--- config.mk ---
export PLATFORM = sky130hd
export DESIGN_NAME = bus_slot_scheduler_flat
export DESIGN_NICKNAME = d
export VERILOG_FILES = /design/src/rtl/bus_slot_scheduler_if.sv /design/src/rtl/bus_slot_scheduler.sv /design/src/flat_wrapper.sv
export SDC_FILE = /design/constraint.sdc
export NUM_CORES = 1
export LEC_CHECK = 0
export CORE_MARGIN = 2
export CORE_UTILIZATION = 30
export DETAILED_ROUTE_END_ITERATION = 8
export PLACE_DENSITY_LB_ADDON = 0.05
export SYNTH_ARGS = -nofsm -noshare
export SYNTH_HDL_FRONTEND = slang
export SYNTH_SLANG_ARGS = --single-unit
--- constraint.sdc ---
create_clock -name clk -period 5.3 [get_ports clk]
set_input_delay 1.06 -clock clk [delete_from_list [all_inputs] [get_ports clk]]
set_output_delay 1.06 -clock clk [all_outputs]
set_load 0.03 [all_outputs]
--- src/rtl/bus_slot_scheduler_if.sv ---
// Bus slot scheduler signal bundle: CPU bus timing, DMA requester port and RAM mux controls.
interface bus_slot_scheduler_if;
  logic [15:0] bus_addr;
  logic        cpu_clken;
  logic        phi2;
  logic        dma_req;
  logic [15:0] dma_addr;
  logic        dma_we;
  logic [7:0]  dma_wdata;
  logic [7:0]  ram_dout;
  logic        mem_sel_dma;
  logic        mem_we_dma;
  logic        dma_ack;
  logic        dma_err;
  logic [7:0]  dma_rdata;

  // System side: drives the CPU address, DMA request and RAM data; consumes the timing outputs.
  modport master (
    output bus_addr, dma_req, dma_addr, dma_we, dma_wdata, ram_dout,
    input  cpu_clken, phi2, mem_sel_dma, mem_we_dma, dma_ack, dma_err, dma_rdata
  );

  // Scheduler side.
  modport slave (
    input  bus_addr, dma_req, dma_addr, dma_we, dma_wdata, ram_dout,
    output cpu_clken, phi2, mem_sel_dma, mem_we_dma, dma_ack, dma_err, dma_rdata
  );
endinterface

--- src/rtl/bus_slot_scheduler.sv ---
// Bus slot scheduler for the 65C02 system: splits bus time into SLOT_LEN-clk slots owned by the
// CPU or a RAM-only DMA requester, generates cpu_clken/phi2, inserts wait slots for slow regions
// and bounds DMA bursts so the CPU always gets a slot between bursts.
module bus_slot_scheduler #(
  parameter int unsigned SLOT_LEN      = 4,
  parameter int unsigned EXT_WAIT      = 1,
  parameter int unsigned ROM_WAIT      = 0,
  parameter int unsigned DMA_MAX_BURST = 2
) (
  input  logic                 clk,
  input  logic                 reset,
  bus_slot_scheduler_if.slave  bus
);

  localparam int unsigned CTR_W   = $clog2(SLOT_LEN);
  localparam int unsigned WAIT_W  = 3;
  localparam int unsigned BURST_W = 5;

  localparam logic [CTR_W-1:0]   CTR_LAST  = CTR_W'(SLOT_LEN - 1);
  localparam logic [CTR_W-1:0]   CTR_PRE   = CTR_W'(SLOT_LEN - 2);
  localparam logic [CTR_W-1:0]   CTR_HALF  = CTR_W'(SLOT_LEN / 2);
  localparam logic [BURST_W-1:0] BURST_MAX = BURST_W'(DMA_MAX_BURST);

  typedef enum logic [1:0] {
    ST_CPU  = 2'd0,
    ST_WAIT = 2'd1,
    ST_DMA  = 2'd2
  } state_t;

  state_t             state;
  state_t             state_nxt;
  logic [CTR_W-1:0]   ctr;
  logic [CTR_W-1:0]   ctr_nxt;
  logic [WAIT_W-1:0]  wait_cnt;
  logic [WAIT_W-1:0]  addr_wait;
  logic [WAIT_W-1:0]  eff_wait;
  logic [BURST_W-1:0] burst;
  logic [BURST_W-1:0] burst_inc;
  logic               slot_end;
  logic               pre_end;
  logic               cpu_done;
  logic               dma_more;
  logic               dma_bad;
  logic               unused_bits;

  // Only bit 15 of the DMA address matters here; write data is muxed onto RAM at the top level.
  assign unused_bits = ^{bus.dma_addr[14:0], bus.dma_wdata};

  // Region decode of the CPU address into the number of extra wait slots it needs.
  always_comb begin
    addr_wait = '0;
    if (bus.bus_addr[15:14] == 2'b11) begin
      addr_wait = WAIT_W'(ROM_WAIT);
    end else if (bus.bus_addr[15] &&
                 (bus.bus_addr[15:4] != 12'h800) &&
                 (bus.bus_addr[15:4] != 12'h880)) begin
      addr_wait = WAIT_W'(EXT_WAIT);
    end
  end

  // Slot position, CPU-cycle completion and next-slot ownership.
  always_comb begin
    slot_end  = (ctr == CTR_LAST);
    pre_end   = (ctr == CTR_PRE);
    ctr_nxt   = slot_end ? '0 : ctr + CTR_W'(1);
    // On the decode clk the freshly decoded wait count is not yet in wait_cnt.
    eff_wait  = ((state == ST_CPU) && (ctr == '0)) ? addr_wait : wait_cnt;
    cpu_done  = ((state == ST_CPU) && (eff_wait == '0)) ||
                ((state == ST_WAIT) && (wait_cnt == WAIT_W'(1)));
    burst_inc = burst + BURST_W'(1);
    dma_more  = bus.dma_req && (burst_inc < BURST_MAX);
    dma_bad   = bus.dma_addr[15];
    state_nxt = state;
    if (slot_end) begin
      case (state)
        ST_CPU, ST_WAIT: begin
          // A completed CPU cycle satisfies any forced CPU slot, so DMA may follow at once.
          if (cpu_done) state_nxt = bus.dma_req ? ST_DMA : ST_CPU;
          else          state_nxt = ST_WAIT;
        end
        ST_DMA:  state_nxt = dma_more ? ST_DMA : ST_CPU;
        default: state_nxt = ST_CPU;
      endcase
    end
  end

  // Slot FSM, wait/burst counters and all registered outputs.
  always_ff @(posedge clk) begin
    if (reset) begin
      state           <= ST_CPU;
      ctr             <= '0;
      wait_cnt        <= '0;
      burst           <= '0;
      bus.cpu_clken   <= 1'b0;
      bus.phi2        <= 1'b0;
      bus.mem_sel_dma <= 1'b0;
      bus.mem_we_dma  <= 1'b0;
      bus.dma_ack     <= 1'b0;
      bus.dma_err     <= 1'b0;
      bus.dma_rdata   <= '0;
    end else begin
      state           <= state_nxt;
      ctr             <= ctr_nxt;
      bus.phi2        <= (ctr_nxt >= CTR_HALF);
      bus.mem_sel_dma <= (state_nxt == ST_DMA);
      // Pulses are set one clk early so they are high during the last clk of the slot.
      bus.cpu_clken   <= pre_end && cpu_done;
      bus.dma_ack     <= pre_end && (state == ST_DMA);
      bus.dma_err     <= pre_end && (state == ST_DMA) && dma_bad;
      bus.mem_we_dma  <= pre_end && (state == ST_DMA) && bus.dma_we && !dma_bad;

      if ((state == ST_CPU) && (ctr == '0)) wait_cnt <= addr_wait;

      if (slot_end) begin
        case (state)
          ST_CPU, ST_WAIT: begin
            if (cpu_done) begin
              burst    <= '0;
              wait_cnt <= '0;
            end else if (state == ST_WAIT) begin
              wait_cnt <= wait_cnt - WAIT_W'(1);
            end
          end
          ST_DMA: begin
            burst <= burst_inc;
            if (dma_bad)          bus.dma_rdata <= 8'hFF;
            else if (!bus.dma_we) bus.dma_rdata <= bus.ram_dout;
          end
          default: ;
        endcase
      end
    end
  end

endmodule
--- src/flat_wrapper.sv ---
// flat-port wrapper written by rule: the top's interface ports become plain ports
module bus_slot_scheduler_flat 
#(
  parameter int unsigned SLOT_LEN      = 4,
  parameter int unsigned EXT_WAIT      = 1,
  parameter int unsigned ROM_WAIT      = 0,
  parameter int unsigned DMA_MAX_BURST = 2
)
  (clk, reset, bus_bus_addr, bus_dma_req, bus_dma_addr, bus_dma_we, bus_dma_wdata, bus_ram_dout, bus_cpu_clken, bus_phi2, bus_mem_sel_dma, bus_mem_we_dma, bus_dma_ack, bus_dma_err, bus_dma_rdata);
  bus_slot_scheduler_if bus_i ();
  input  logic clk;
  input  logic reset;
  input wire logic [$bits(bus_i.bus_addr)-1:0] bus_bus_addr;
  input wire logic [$bits(bus_i.dma_req)-1:0] bus_dma_req;
  input wire logic [$bits(bus_i.dma_addr)-1:0] bus_dma_addr;
  input wire logic [$bits(bus_i.dma_we)-1:0] bus_dma_we;
  input wire logic [$bits(bus_i.dma_wdata)-1:0] bus_dma_wdata;
  input wire logic [$bits(bus_i.ram_dout)-1:0] bus_ram_dout;
  output wire logic [$bits(bus_i.cpu_clken)-1:0] bus_cpu_clken;
  output wire logic [$bits(bus_i.phi2)-1:0] bus_phi2;
  output wire logic [$bits(bus_i.mem_sel_dma)-1:0] bus_mem_sel_dma;
  output wire logic [$bits(bus_i.mem_we_dma)-1:0] bus_mem_we_dma;
  output wire logic [$bits(bus_i.dma_ack)-1:0] bus_dma_ack;
  output wire logic [$bits(bus_i.dma_err)-1:0] bus_dma_err;
  output wire logic [$bits(bus_i.dma_rdata)-1:0] bus_dma_rdata;
  assign bus_i.bus_addr = bus_bus_addr;
  assign bus_i.dma_req = bus_dma_req;
  assign bus_i.dma_addr = bus_dma_addr;
  assign bus_i.dma_we = bus_dma_we;
  assign bus_i.dma_wdata = bus_dma_wdata;
  assign bus_i.ram_dout = bus_ram_dout;
  assign bus_cpu_clken = bus_i.cpu_clken;
  assign bus_phi2 = bus_i.phi2;
  assign bus_mem_sel_dma = bus_i.mem_sel_dma;
  assign bus_mem_we_dma = bus_i.mem_we_dma;
  assign bus_dma_ack = bus_i.dma_ack;
  assign bus_dma_err = bus_i.dma_err;
  assign bus_dma_rdata = bus_i.dma_rdata;
  bus_slot_scheduler #(.SLOT_LEN(SLOT_LEN), .EXT_WAIT(EXT_WAIT), .ROM_WAIT(ROM_WAIT), .DMA_MAX_BURST(DMA_MAX_BURST)) u_core (.clk(clk), .reset(reset), .bus(bus_i));
endmodule
; After elaboration in Yosys (flattened, before gate mapping)
; Cells that the tools add are included.
[word_totals]
input_bits = 52
out_inout_bits = 14
elab_cells = 64
register_bits = 26
[classes]
n_reduce_logical = 20
eq_ne = 11
n_mux = 17
add_sub_neg = 3
magnitude_cmp = 2
[ops]
columns = operator, n
row1 = 12-bit != test (second input constant), 2
row2 = 3-bit two-way mux, 6
row3 = 8-bit two-way mux, 2
row4 = 1-bit logical AND, 11
row5 = 2-bit equality test (second input constant), 5
row6 = 2-bit two-way mux, 5
row7 = 5-bit case mux with 2 select lines, 1
row8 = 3-bit AND reduction, 2
row9 = 5-bit by 1-bit adder with 5-bit output (second input constant), 1
row10 = 5-bit by 2-bit less-than comparator with 1-bit output (second input constant), 1
row11 = 5-bit two-way mux, 1
row12 = 2-bit zero test, 2
row13 = 2-bit case mux with 2 select lines, 1
row14 = 3-bit by 1-bit equality test with 1-bit output (second input constant), 1
row15 = 3-bit zero test, 1
row16 = 3-bit by 1-bit subtractor with 3-bit output (second input constant), 1
row17 = 2-bit by 1-bit adder with 2-bit output (second input constant), 1
row18 = 2-bit by 1-bit equality test with 1-bit output (second input constant), 1
row19 = 2-bit greater-or-equal comparator (second input constant), 1
row20 = 2-bit by 1-bit != test with 1-bit output (second input constant), 1
row21 = 2-bit != test (second input constant), 1
row22 = 2-bit nonzero test, 1
row23 = 2-bit OR reduction, 1
row24 = 1-bit zero test, 1
row25 = 2 further kinds, 2

; Longest topological paths before layout
; Gate-level depths: netlist of the first run.
[depth]
word_depth = 13
depth_mapped = 8
mapped_depth_nobuf = 7

; Worst setup path after synthesis of the first run
; Ideal clock, no wire load.
[synth_timing]
path_kind = input to register
from = in bus_bus_addr[6]
to = reg u_core.state[1]
t_required_ps = 5205
cell_stages = 5
arrival_time_ps = 2515
path_buffers = 0
setup_time_ps = 95
path_slack_ps = 2690
path_cell_list = or4_4 -> nor4_4 -> o21ai_2 -> or4_4 -> o311ai_1
[synth_via]
elab_chain_cells = 12
elab_cells_between_ends = 13
cone_classes = eq/ne (2) / mux (6) / reduce/logical (5)
[synth_rtl]
columns = item, line_no
row1 = from (decl), flat_wrapper.sv:13  ; input wire logic [$bits(bus_i.bus_addr)-1:0] bus_bus_addr;
row2 = 12-bit != test, bus_slot_scheduler.sv:55  ; (bus.bus_addr[15:4] != 12'h800) &&
row3 = 1-bit logical AND, bus_slot_scheduler.sv:54  ; end else if (bus.bus_addr[15] &&
row4 = 1-bit logical AND *, bus_slot_scheduler.sv:55
row5 = 1-bit two-way mux *, bus_slot_scheduler.sv:54
row6 = 3-bit two-way mux *, bus_slot_scheduler.sv:52  ; if (bus.bus_addr[15:14] == 2'b11) begin
row7 = 3-bit two-way mux *, bus_slot_scheduler.sv:67  ; eff_wait = ((state == ST_CPU) && (ctr == '0)) ? addr_wait : wait_cnt;
row8 = 3-bit zero test *, bus_slot_scheduler.sv:68  ; cpu_done = ((state == ST_CPU) && (eff_wait == '0)) ||
row9 = 1-bit logical AND *, bus_slot_scheduler.sv:68
row10 = 1-bit logical OR *, bus_slot_scheduler.sv:68
row11 = 2-bit two-way mux *, bus_slot_scheduler.sv:78  ; if (cpu_done) state_nxt = bus.dma_req ? ST_DMA : ST_CPU;
row12 = 2-bit case mux with 2 select lines *, bus_slot_scheduler.sv:75  ; case (state)
row13 = 2-bit two-way mux *, bus_slot_scheduler.sv:74  ; if (slot_end) begin
row14 = to (signal assigned), bus_slot_scheduler.sv:102  ; state <= state_nxt;
row15 = to (decl), bus_slot_scheduler.sv:30  ; state_t state;
; Every way passes the cells marked *; elsewhere a longest branch is shown, timed or not.
; A chain may end at the register's enable or synchronous reset.

==> metrics.csv, run 1 <==
stage,metric,value,unit
power_and_ir_drop,net-switching-power,93.4,µW
yosys,synth_top_cell_area_share,0.412,
finish,diodes,0,
die,initial_utilization,0.308,
timing,timing_max_transition_violations_final,0,
global_routing,grt_use_total,0.137,
timing,timing.setup.tns,0,ns
power_and_ir_drop,power.clock.fraction,0.311,
run_status,outcome,"finished, final reports clean",
yosys,synthesis.instances,140,
finish,layout_cells_sized_above_1,0.0809,
die,die_height,67.6,µm
finish,design.final.nets,232,
yosys,synth.yosys.seq_area_share,0.412,
placement,detailed_place_hpwl,2140,µm
setup_path,crit_family,buffers and inverters,
timing,max_slew_margin,0.376,
timing,finalSetupViolCount,0,
timing,clock.fmax,336,MHz
detailed_routing,postRouteWirelength,2820,µm
detailed_routing,vias,1097,
setup_path,path_cells,clkdlybuf4s50_1 -> or3_2 -> nor3_1 -> o2111ai_1 -> o311ai_1,
power_and_ir_drop,power_per_cell_area,223,mW/mm²
yosys,synth.most_common_cell,sky130_fd_sc_hd__dfxtp_1,
die,design.portCount,66,
die,die-width,67.6,µm
timing,setup_skew,0.00170,ns
yosys,synth_edf_count,0,
yosys,ys_dominant_reg_cell,sky130_fd_sc_hd__dfxtp_1,
yosys,netlist.top_cell.by_area,sky130_fd_sc_hd__dfxtp_1,
finish,synthToLayoutAreaGrowth,35.9,%
setup_path,worst_setup_path_end_kind,flip-flop,
detailed_routing,drt_drc_violations_left,0,
setup_path,slowest_delay,0.89,ns
yosys,synth_common_cells,"sky130_fd_sc_hd__dfxtp_1 (25), sky130_fd_sc_hd__nor2_1 (16), sky130_fd_sc_hd__nor3_1 (14)",
detailed_routing,viasPerCell,4.92,
setup_path,setup.worst_path.start_class,input pin,
cts,clkLatencyLatePin,0.26,ns
setup_path,critical_path_s_slowest_cell,sky130_fd_sc_hd__clkdlybuf4s50_1,
cts,total_number_of_h_tree_levels,1,
yosys,ys_top_cells_by_area,"sky130_fd_sc_hd__dfxtp_1 (41%), sky130_fd_sc_hd__ha_1 (6.2%), sky130_fd_sc_hd__nor3_1 (5.8%)",
power_and_ir_drop,p_leak,0.000557,µW
power_and_ir_drop,swShare,0.253,
yosys,yosys_register_bits,25,
cts,postCtsHoldBufs,0,
global_routing,first_global_vias,1077,
power_and_ir_drop,max-vdd-ir-drop,0.117,mV
timing,finalWorstPathRequiredPeriod,2.97,ns
global_routing,initial_antenna_violation_count,0,
cts,cts_tree,yes,
cts,clock_tree.buffer_depth,2,
cts,post_cts_buffers,0,
yosys,synth_async_sr_flop_share,0,
cts,tritoncts.num_buffers,3,
cts,clk_root_buffer_cell,sky130_fd_sc_hd__clkbuf_8,
timing,period_share,0.561,
die,coreArea,0.00394,mm²
die,die_area,0.00457,mm²
setup_path,worst_ep_arrival_time,3.13,ns
global_routing,grt_max_degree,26,
timing,grt_setup_unrepaired,false,
detailed_routing,route.antenna.remaining_nets,0,
placement,place.gp.congestion,0.711,
die,count_of_standard_cell_rows,23,
detailed_routing,drt_first_pass_iters,4,
cts,clkSinkCount,25,
global_routing,first_pass_grt_wire_length,4820,µm
yosys,synth.cell_area,0.00121,mm²
power_and_ir_drop,seq_power_share,0.531,
power_and_ir_drop,internal-power,275,µW
job,max_cap_violations,0,
hold_path,hold_path.class,reg2reg,
finish,num-fill-cells,393,
yosys,yosysUniqueCellTypes,37,
setup_path,cp_num_buf_inv,1,
detailed_routing,wl_per_cell,12.7,µm
timing,hold_viol_final,0,
yosys,avgSynthCellArea,8.68,µm²
detailed_routing,initialDrtViolationCount,74,
setup_path,timing_worst_setup_path_type,in2reg,
power_and_ir_drop,power.share.combinational,0.158,
placement,io_port_bufs,37,
setup_path,path_max_fanout,25,
global_routing,globalRoute.totalOverflow,0,
placement,instance_area_at_placement,0.00160,mm²
timing,timing_worst_slew_pin_value,0.933,ns
yosys,synth_fp_nets,198,
setup_path,critPathRequiredTime,5.46,ns
cts,postCtsResizedCells,0,
finish,final_non_filler_cell_area,0.00165,mm²
cts,cts.clk_slew.worst_paths,0.09,ns
yosys,synth-warning-count,0,
[logic make-up (layout without fill, tap and decap cells)]
group	Yosys count	count (layout)	synth area share
fa+ha+maj	6	6	0.0618
flops	25	25	0.412
buf+inv	14	47	0.0556
xor+xnor	1	1	0.00721
compound gates	19	19	0.103
simple gates	75	75	0.360
[through the flow]
stage | worst slack [ns] | utilization | power, µW | hold slack [ns] | instances
after floorplan | 2.69 | - | 231 | 0.424 | 140
after global placement | 2.00 | 0.407 | 258 | 0.435 | 219
after detailed placement | 2.01 | 0.407 | 259 | 0.445 | 219
after CTS | 2.28 | 0.419 | 376 | 0.459 | 223
after global routing | 2.14 | 0.419 | 391 | 0.487 | 223
final | 2.33 | 0.419 | 369 | 0.452 | 223
[power by group through the flow]
stage          clock, µW  sequential, µW  combinational (µW)
6_report             115             196                58.4
5_1_grt              129             197                64.8
4_1_cts              121             196                59.1
3_5_place_dp           0             200                58.8
3_3_place_gp           0             200                58.2
2_1_floorplan          0             203                28.0
[flip-flops by register name (all words and copies together), names as in the netlist]
register	cells
u_core.burst	5
u_core.bus.cpu_clken	1
u_core.bus.dma_ack	1
u_core.bus.dma_err	1
u_core.bus.dma_rdata	8
u_core.bus.mem_sel_dma	1
u_core.bus.mem_we_dma	1
u_core.bus.phi2	1
u_core.ctr	1
u_core.state	2
u_core.wait_cnt	3
[cell usage in the layout (no fill, tap or decap)]
| master | Yosys | routed |
|---|---|---|
| sky130_fd_sc_hd__or3_2 | 2 | 2 |
| sky130_fd_sc_hd__nand3b_1 | 4 | 4 |
| sky130_fd_sc_hd__or4_1 | 1 | 1 |
| sky130_fd_sc_hd__clkbuf_8 | 0 | 3 |
| sky130_fd_sc_hd__nor3_1 | 14 | 14 |
| sky130_fd_sc_hd__nor4_1 | 8 | 8 |
| sky130_fd_sc_hd__nand2b_4 | 1 | 1 |
| sky130_fd_sc_hd__or2_2 | 1 | 1 |
| sky130_fd_sc_hd__o211ai_1 | 2 | 2 |
| sky130_fd_sc_hd__nand2_1 | 10 | 10 |
| sky130_fd_sc_hd__nand4b_1 | 1 | 1 |
| sky130_fd_sc_hd__xor2_1 | 1 | 1 |
| sky130_fd_sc_hd__or4_4 | 2 | 2 |
| sky130_fd_sc_hd__nand2b_1 | 1 | 1 |
| sky130_fd_sc_hd__nor2b_1 | 2 | 2 |
| sky130_fd_sc_hd__clkinvlp_4 | 0 | 1 |
| sky130_fd_sc_hd__nand3_1 | 5 | 5 |
| sky130_fd_sc_hd__o21ai_2 | 1 | 1 |
| sky130_fd_sc_hd__nor4b_1 | 1 | 1 |
| sky130_fd_sc_hd__nor4_4 | 1 | 1 |
| sky130_fd_sc_hd__a311oi_1 | 1 | 1 |
| sky130_fd_sc_hd__dfxtp_1 | 25 | 25 |
| sky130_fd_sc_hd__o31ai_1 | 2 | 2 |
| sky130_fd_sc_hd__clkdlybuf4s50_1 | 0 | 37 |
| sky130_fd_sc_hd__a31oi_1 | 2 | 2 |
| sky130_fd_sc_hd__and3_1 | 2 | 2 |
| sky130_fd_sc_hd__a21oi_1 | 6 | 6 |
| sky130_fd_sc_hd__inv_1 | 6 | 6 |
| sky130_fd_sc_hd__and2_1 | 1 | 1 |
| sky130_fd_sc_hd__o21ai_0 | 2 | 2 |
| sky130_fd_sc_hd__or4b_4 | 1 | 1 |
| sky130_fd_sc_hd__o2111ai_1 | 1 | 1 |
| sky130_fd_sc_hd__ha_1 | 6 | 6 |
| sky130_fd_sc_hd__nor2_1 | 16 | 16 |
| sky130_fd_sc_hd__a211oi_1 | 1 | 1 |
| sky130_fd_sc_hd__nand3_2 | 1 | 1 |
| sky130_fd_sc_hd__o311ai_1 | 1 | 1 |
[final timing paths]
kind	startpoint	to	slack, ns	depth (start not counted)
worst min-delay path	u_core.ctr[0]	u_core.ctr[0]	0.45	1
worst max register to register	u_core.bus.phi2	u_core.bus.dma_rdata[7]	3.11	6
worst min register to register	u_core.ctr[0]	u_core.ctr[0]	0.45	1
worst max-delay path	reset	u_core.state[1]	2.33	5
[worst reg2reg max path, delay by kind of cell (launching register included)]
kind,cells,cell delay (ns)
fa+ha+maj,1,0.38
flops,1,0.39
compound gates,1,0.55
simple gates,4,0.80
[area by class of cell]
| cell class | instances | area, µm² | share of cell area |
|---|---|---|---|
| inverters | 6 | 22.5 | 0.0136 |
| flip-flops and latches | 25 | 500 | 0.303 |
| repair buffers | 37 | 370 | 0.224 |
| clock buffers | 3 | 41.3 | 0.0250 |
| multi-input cells | 101 | 647 | 0.392 |
| well taps | 50 | 62.6 | 0.0379 |
| clock inverters | 1 | 7.51 | 0.00455 |
[layer usage]
metal | global-route usage | up-vias | wire [µm]
met3 | 0.0233 | 2 | 121
li1 | - | 572 | -
met2 | 0.246 | 16 | 1400
met5 | 0 | - | 0
met4 | 0.0383 | 0 | 21
met1 | 0.166 | 507 | 1290
(Power assumes the default switching activity.)
==> run 2: changes to the inputs <==
clock period = 2.7 ns   (was 5.3 ns; I/O delays follow)
==> run 2 against run 1 <==
Sequential power grew 96%. First-iteration DRC count shrank 39%. Global-route usage grew 0.42 points. Critical path type unchanged. Clock skew grew 0.0031 ns. Largest cell class unchanged. Die area is the same. Routed wire length grew 4.0%. Clock power grew 95%. Sequential share of layout area shrank 0.27 points.
==> metrics.csv, run 2 (synthesis results as in run 1) <==
stage,metric,value,unit,change
placement,detailed_place_hpwl,2230,µm,+4.1%
global_routing,grt_max_degree,25,,-3.8%
timing,max_slew_margin,0.703,,+0.327
finish,largest_registers,"u_core.bus.dma_rdata (8), u_core.burst (5), u_core.wait_cnt (3)",,
detailed_routing,initialDrtViolationCount,45,,-39%
die,die_area,0.00457,mm²,unchanged
finish,largest_register,u_core.bus.dma_rdata,,
power_and_ir_drop,power_per_cell_area,434,mW/mm²,+94%
setup_path,worst_setup_path_end_kind,flip-flop,,
power_and_ir_drop,swShare,0.252,,-0.00171
cts,clkLatencyLatePin,0.27,ns,about the same
timing,worst_slack,0.380,ns,-1.95 ns
global_routing,grt_util_met3,0.0367,,+0.0133
die,die-width,67.6,µm,unchanged
die,die_height,67.6,µm,unchanged
cts,tritoncts.num_buffers,3,,unchanged
cts,clk_root_buffer_cell,sky130_fd_sc_hd__clkbuf_8,,
setup_path,critPathRequiredTime,2.89,ns,-2.57 ns
finish,diodes,0,,unchanged
power_and_ir_drop,p_leak,0.000567,µW,+1.8%
placement,dp_worst_setup_slack,0.0717,ns,-1.94 ns
detailed_routing,drt_drc_violations_left,0,,unchanged
setup_path,timing_worst_setup_path_type,in2reg,,
detailed_routing,wl_per_cell,13.0,µm,+3.0%
detailed_routing,vias,1119,,+2.0%
global_routing,initial_antenna_violation_count,0,,unchanged
die,coreArea,0.00394,mm²,unchanged
detailed_routing,postRouteWirelength,2940,µm,+4.0%
global_routing,globalRoute.totalOverflow,0,,unchanged
placement,io_port_bufs,37,,unchanged
timing,finalSetupViolCount,0,,unchanged
cts,clock_tree.buffer_depth,2,,unchanged
placement,place.gp.congestion,0.710,,about the same
die,design.portCount,66,,unchanged
cts,post_cts_buffers,0,,unchanged
power_and_ir_drop,power.share.combinational,0.160,,+0.002
cts,total_number_of_h_tree_levels,1,,unchanged
global_routing,global_route.usage.met2,0.246,,unchanged
job,max_cap_violations,0,,unchanged
power_and_ir_drop,power,724,µW,+96%
detailed_routing,route.antenna.remaining_nets,0,,unchanged
timing,timing_max_transition_violations_final,0,,unchanged
finish,num-fill-cells,394,,+0.25%
global_routing,first_global_vias,1088,,+1.0%
setup_path,slowest_delay,0.54,ns,-0.35 ns
timing,timing.setup.tns,0,ns,unchanged
global_routing,first_pass_grt_wire_length,4910,µm,+1.7%
cts,cts_tree,yes,,
timing,clock.fmax,431,MHz,
finish,design.final.nets,234,,+0.86%
global_routing,grt_util_met1,0.170,,+0.00406
finish,final_common_cell,sky130_fd_sc_hd__clkdlybuf4s50_1,,
cts,cts.clk_slew.worst_paths,0.09,ns,about the same
detailed_routing,viasPerCell,4.97,,+1.1%
timing,period_share,0.859,,
setup_path,path_cells,clkdlybuf4s50_1 -> or4_4 -> nor4_4 -> o21ai_2 -> or4_4 -> o211ai_1,,
power_and_ir_drop,net-switching-power,182,µW,+95%
global_routing,grt_use_total,0.141,,+0.00418
setup_path,timing.reg2reg.setup_slack,0.68,ns,-2.43 ns
power_and_ir_drop,max-vdd-ir-drop,0.160,mV,+36%
setup_path,worst-r2r-cell-count,7,,+1
run_status,outcome,"finished, final reports clean",,
cts,postCtsHoldBufs,0,,unchanged
finish,synthToLayoutAreaGrowth,37.2,%,
global_routing,global_route.peak_usage_layer,met2,,
detailed_routing,drt_first_pass_iters,4,,unchanged
timing,setup_skew,0.00484,ns,+0.00313 ns
setup_path,path_max_fanout,3,,-88%
setup_path,critical_path_s_slowest_cell,sky130_fd_sc_hd__or4_4,,
finish,layout_common_cells,"sky130_fd_sc_hd__clkdlybuf4s50_1 (37), sky130_fd_sc_hd__dfxtp_1 (25), sky130_fd_sc_hd__nor2_1 (16)",,
timing,timing_worst_slew_pin_value,0.443,ns,-0.490 ns
setup_path,critPathMostFrequentCell,sky130_fd_sc_hd__or4_4,,
finish,layout_cells_sized_above_1,0.0914,,+0.0105
die,count_of_standard_cell_rows,23,,unchanged
cts,postCtsResizedCells,0,,unchanged
setup_path,setup.worst_path.start_class,input pin,,
finish,flip_flop_count_of_the_largest_register_after_layout,8,,unchanged
hold_path,min_delay_path_depth,1,,unchanged
die,initial_utilization,0.308,,unchanged
timing,hold_viol_final,0,,unchanged
power_and_ir_drop,seq_power_share,0.531,,about the same
timing,grt_setup_unrepaired,false,,
cts,clkSinkCount,25,,unchanged
setup_path,worst_ep_arrival_time,2.51,ns,-0.62 ns
power_and_ir_drop,internal-power,542,µW,+97%
hold_path,hold_path.class,reg2reg,,
power_and_ir_drop,power.clock.fraction,0.310,,about the same
timing,finalWorstPathRequiredPeriod,2.32,ns,
==> run 2: power by group through the flow <==
stage	Clock, µW	Sequential [µW]	Combinational, µW
floorplan	0	399	54.9
global placement	0	392	115
detailed placement	0	393	117
CTS	237	384	118
global route	253	386	128
finish	224	384	116
==> run 2: cell type report <==
cell class | count | area, µm² | share of cell area
well taps | 50 | 62.6 | 0.0375
repair buffers | 39 | 385 | 0.231
flip-flops and latches | 25 | 500 | 0.300
clock buffers | 3 | 41.3 | 0.0248
multi-input cells | 101 | 647 | 0.388
clock inverters | 1 | 7.51 | 0.00450
inverters | 6 | 22.5 | 0.0135
==> run 2: layer usage <==
layer | wire length, µm | vias to the layer above
met5 | 0 | -
met3 | 116 | 2
met2 | 1500 | 14
met4 | 17 | 0
met1 | 1300 | 526
li1 | - | 577
==> run 2: critical path: cells and delay by family <==
kind | cells | cell delay (ns)
compound gates | 2 | 0.23
buf+inv | 1 | 0.41
simple gates | 3 | 1.32
==> run 2: worst paths after layout <==
| check | from | endpoint |
|---|---|---|
| worst min register to register | u_core.ctr[0] | u_core.ctr[0] |
| worst max-delay path | bus_bus_addr[6] | u_core.bus.mem_sel_dma |
| worst min-delay path | u_core.ctr[0] | u_core.ctr[0] |
| worst max register to register | u_core.bus.phi2 | u_core.burst[4] |
==> run 2: stage by stage <==
stage	cells	util	instance area, µm²	hold WS, ns
final	225	0.423	1670	0.456
after global routing	225	0.423	1670	0.486
after CTS	225	0.423	1670	0.460
after detailed placement	221	0.410	1620	0.447
after global placement	221	0.410	1620	0.435
after floorplan	140	-	1210	0.424
==> run 3: changes to the inputs <==
PLACE_DENSITY = 0.67   (was unset)
PLACE_DENSITY_LB_ADDON = unset   (was 0.05)
SKIP_CTS_REPAIR_TIMING = 1   (was unset)
==> run 3 against run 2 <==
Register-to-register slack got worse by 0.15 ns. Sequential power about the same. Non-clock buffer count increased by 2. Global-route usage decreased by 1.8 points. Combinational power about the same. Largest power group unchanged. Core utilization increased by 0.38 points. Final cell count increased by 0.89%.
==> metrics.csv, run 3 (synthesis results as in run 1) <==
stage,metric,value,unit,change
timing,setup_skew,0.00800,ns,+0.00316 ns
setup_path,setup.worst_path.start_class,input pin,,
cts,total_number_of_h_tree_levels,1,,unchanged
power_and_ir_drop,power.share.combinational,0.159,,about the same
power_and_ir_drop,swShare,0.253,,+0.00135
timing,timing_worst_slew_pin_value,0.454,ns,+0.0115 ns
finish,diodes,0,,unchanged
global_routing,grt_use_total,0.123,,-0.0181
setup_path,critPathRequiredTime,2.89,ns,about the same
power_and_ir_drop,p_leak,0.000577,µW,+1.7%
detailed_routing,drt_first_pass_iters,4,,unchanged
global_routing,first_pass_grt_wire_length,4430,µm,-9.7%
timing,grt_setup_unrepaired,false,,
job,max_cap_violations,0,,unchanged
setup_path,regToRegEndpoint,u_core.bus.dma_rdata[7],,
cts,cts.clk_slew.worst_paths,0.09,ns,about the same
placement,place.gp.congestion,0.798,,+12%
detailed_routing,viasPerCell,4.77,,-4.2%
cts,clk_root_buffer_cell,sky130_fd_sc_hd__clkbuf_8,,
finish,layout_common_cells,"sky130_fd_sc_hd__clkdlybuf4s50_1 (37), sky130_fd_sc_hd__dfxtp_1 (25), sky130_fd_sc_hd__nor2_1 (16)",,
detailed_routing,wl_per_cell,11.3,µm,-13%
hold_path,min_delay_path_depth,1,,unchanged
cts,clock_tree.buffer_depth,2,,unchanged
timing,timing.setup.tns,0,ns,unchanged
finish,synthToLayoutAreaGrowth,38.4,%,
detailed_routing,drt_drc_violations_left,0,,unchanged
cts,cts_tree,yes,,
finish,final_common_cell,sky130_fd_sc_hd__clkdlybuf4s50_1,,
timing,finalSetupViolCount,0,,unchanged
power_and_ir_drop,seq_power_share,0.528,,-0.003
finish,flip_flop_count_of_the_largest_register_after_layout,8,,unchanged
die,die_area,0.00457,mm²,unchanged
die,count_of_standard_cell_rows,23,,unchanged
setup_path,worst-r2r-cell-count,7,,unchanged
die,coreArea,0.00394,mm²,unchanged
detailed_routing,initialDrtViolationCount,59,,+31%
setup_path,worst_setup_path_end_kind,flip-flop,,
power_and_ir_drop,power.clock.fraction,0.313,,+0.003
timing,hold_viol_final,0,,unchanged
finish,largest_registers,"u_core.bus.dma_rdata (8), u_core.burst (5), u_core.wait_cnt (3)",,
timing,timing_max_transition_violations_final,0,,unchanged
detailed_routing,postRouteWirelength,2570,µm,-13%
setup_path,path_max_fanout,3,,unchanged
die,initial_utilization,0.308,,unchanged
hold_path,hold_path.class,reg2reg,,
placement,dpl.cell_count,223,,+0.90%
die,die-width,67.6,µm,unchanged
die,design.portCount,66,,unchanged
setup_path,worst_ep_arrival_time,2.52,ns,about the same
hold_path,holdCritStartpoint,u_core.ctr[0],,
power_and_ir_drop,power_per_cell_area,433,mW/mm²,-0.34%
finish,largest_register,u_core.bus.dma_rdata,,
timing,finalWorstPathRequiredPeriod,2.33,ns,+0.0102 ns
finish,design.final.nets,236,,+0.85%
timing,max_slew_margin,0.696,,-0.00767
global_routing,grt_max_degree,25,,unchanged
power_and_ir_drop,max-vdd-ir-drop,0.183,mV,+15%
finish,layout_cells_sized_above_1,0.102,,+0.0103
hold_path,min_to,u_core.ctr[0],,
global_routing,initial_antenna_violation_count,0,,unchanged
placement,io_port_bufs,37,,unchanged
placement,detailed_place_hpwl,1880,µm,-16%
finish,num-fill-cells,403,,+2.3%
setup_path,timing.reg2reg.setup_slack,0.53,ns,-0.15 ns
finish,finish.cell_count_without_fillers,227,,+0.89%
cts,clkSinkCount,25,,unchanged
global_routing,first_global_vias,1011,,-7.1%
power_and_ir_drop,internal-power,544,µW,+0.38%
setup_path,worst_setup_path_startpoint,bus_bus_addr[6],,
die,die_height,67.6,µm,unchanged
detailed_routing,vias,1082,,-3.3%
cts,tritoncts.num_buffers,3,,unchanged
timing,period_share,0.863,,+0.00378
run_status,outcome,"finished, final reports clean",,
power_and_ir_drop,net-switching-power,184,µW,+1.1%
global_routing,globalRoute.totalOverflow,0,,unchanged
timing,clock.fmax,429,MHz,-0.44%
setup_path,timing_worst_setup_path_type,in2reg,,
setup_path,r2r-start,u_core.bus.phi2,,
cts,clkLatencyLatePin,0.27,ns,about the same
detailed_routing,route.antenna.remaining_nets,0,,unchanged
## run 3: cell count changes in the layout (fill, tap and decap cells not counted), sizes merged
cell  previous run  this run
buf              2         4
## run 3: critical path, stage by stage
cell	delay [ns]
sky130_fd_sc_hd__clkdlybuf4s50_1	0.41
sky130_fd_sc_hd__or4_4	0.55
sky130_fd_sc_hd__nor4_4	0.30
sky130_fd_sc_hd__o21ai_2	0.13
sky130_fd_sc_hd__or4_4	0.49
sky130_fd_sc_hd__o211ai_1	0.11
## run 3: final cells by class
cell class | instances | area (µm²) | share of cell area
inverters | 6 | 22.5 | 0.0134
clock inverters | 1 | 7.51 | 0.00446
multi-input cells | 101 | 647 | 0.385
clock buffers | 3 | 41.3 | 0.0246
flip-flops and latches | 25 | 500 | 0.298
well taps | 50 | 62.6 | 0.0372
repair buffers | 41 | 400 | 0.238
## run 3: worst max path at each step
stage / endpoint / cells past startpoint
after floorplan: u_core.state[1] / 5
after global placement: u_core.bus.mem_sel_dma / 6
after detailed placement: u_core.bus.mem_sel_dma / 6
after CTS: u_core.bus.mem_sel_dma / 6
after global routing: u_core.bus.dma_rdata[7] / 7
final: u_core.bus.mem_sel_dma / 6
## run 3: per-layer routing
layer  vias up  track usage  part of all wire
met5         -            0                 0
met4         0       0.0434            0.0070
met3         2       0.0267             0.046
met2        17        0.192              0.44
met1       489        0.166              0.51
li1        574            -                 -
## run 3: metrics by stage
| stage | power (µW) | utilization | hold WS, ns | setup slack (ns) | instance area (µm²) |
|---|---|---|---|---|---|
| finish | 728 | 0.427 | 0.453 | 0.370 | 1680 |
| global route | 764 | 0.427 | 0.498 | 0.295 | 1680 |
| CTS | 736 | 0.427 | 0.459 | 0.371 | 1680 |
| detailed placement | 509 | 0.414 | 0.451 | 0.107 | 1630 |
| global placement | 509 | 0.414 | 0.436 | 0.0947 | 1630 |
| floorplan | 454 | - | 0.424 | 0.610 | 1210 |
## run 3: power by group through the flow
stage / registers [µW] / logic (µW) / clock network, µW
floorplan: 399 / 54.9 / 0
global placement: 392 / 116 / 0
detailed placement: 393 / 116 / 0
CTS: 384 / 117 / 235
global route: 386 / 127 / 251
finish: 384 / 116 / 228
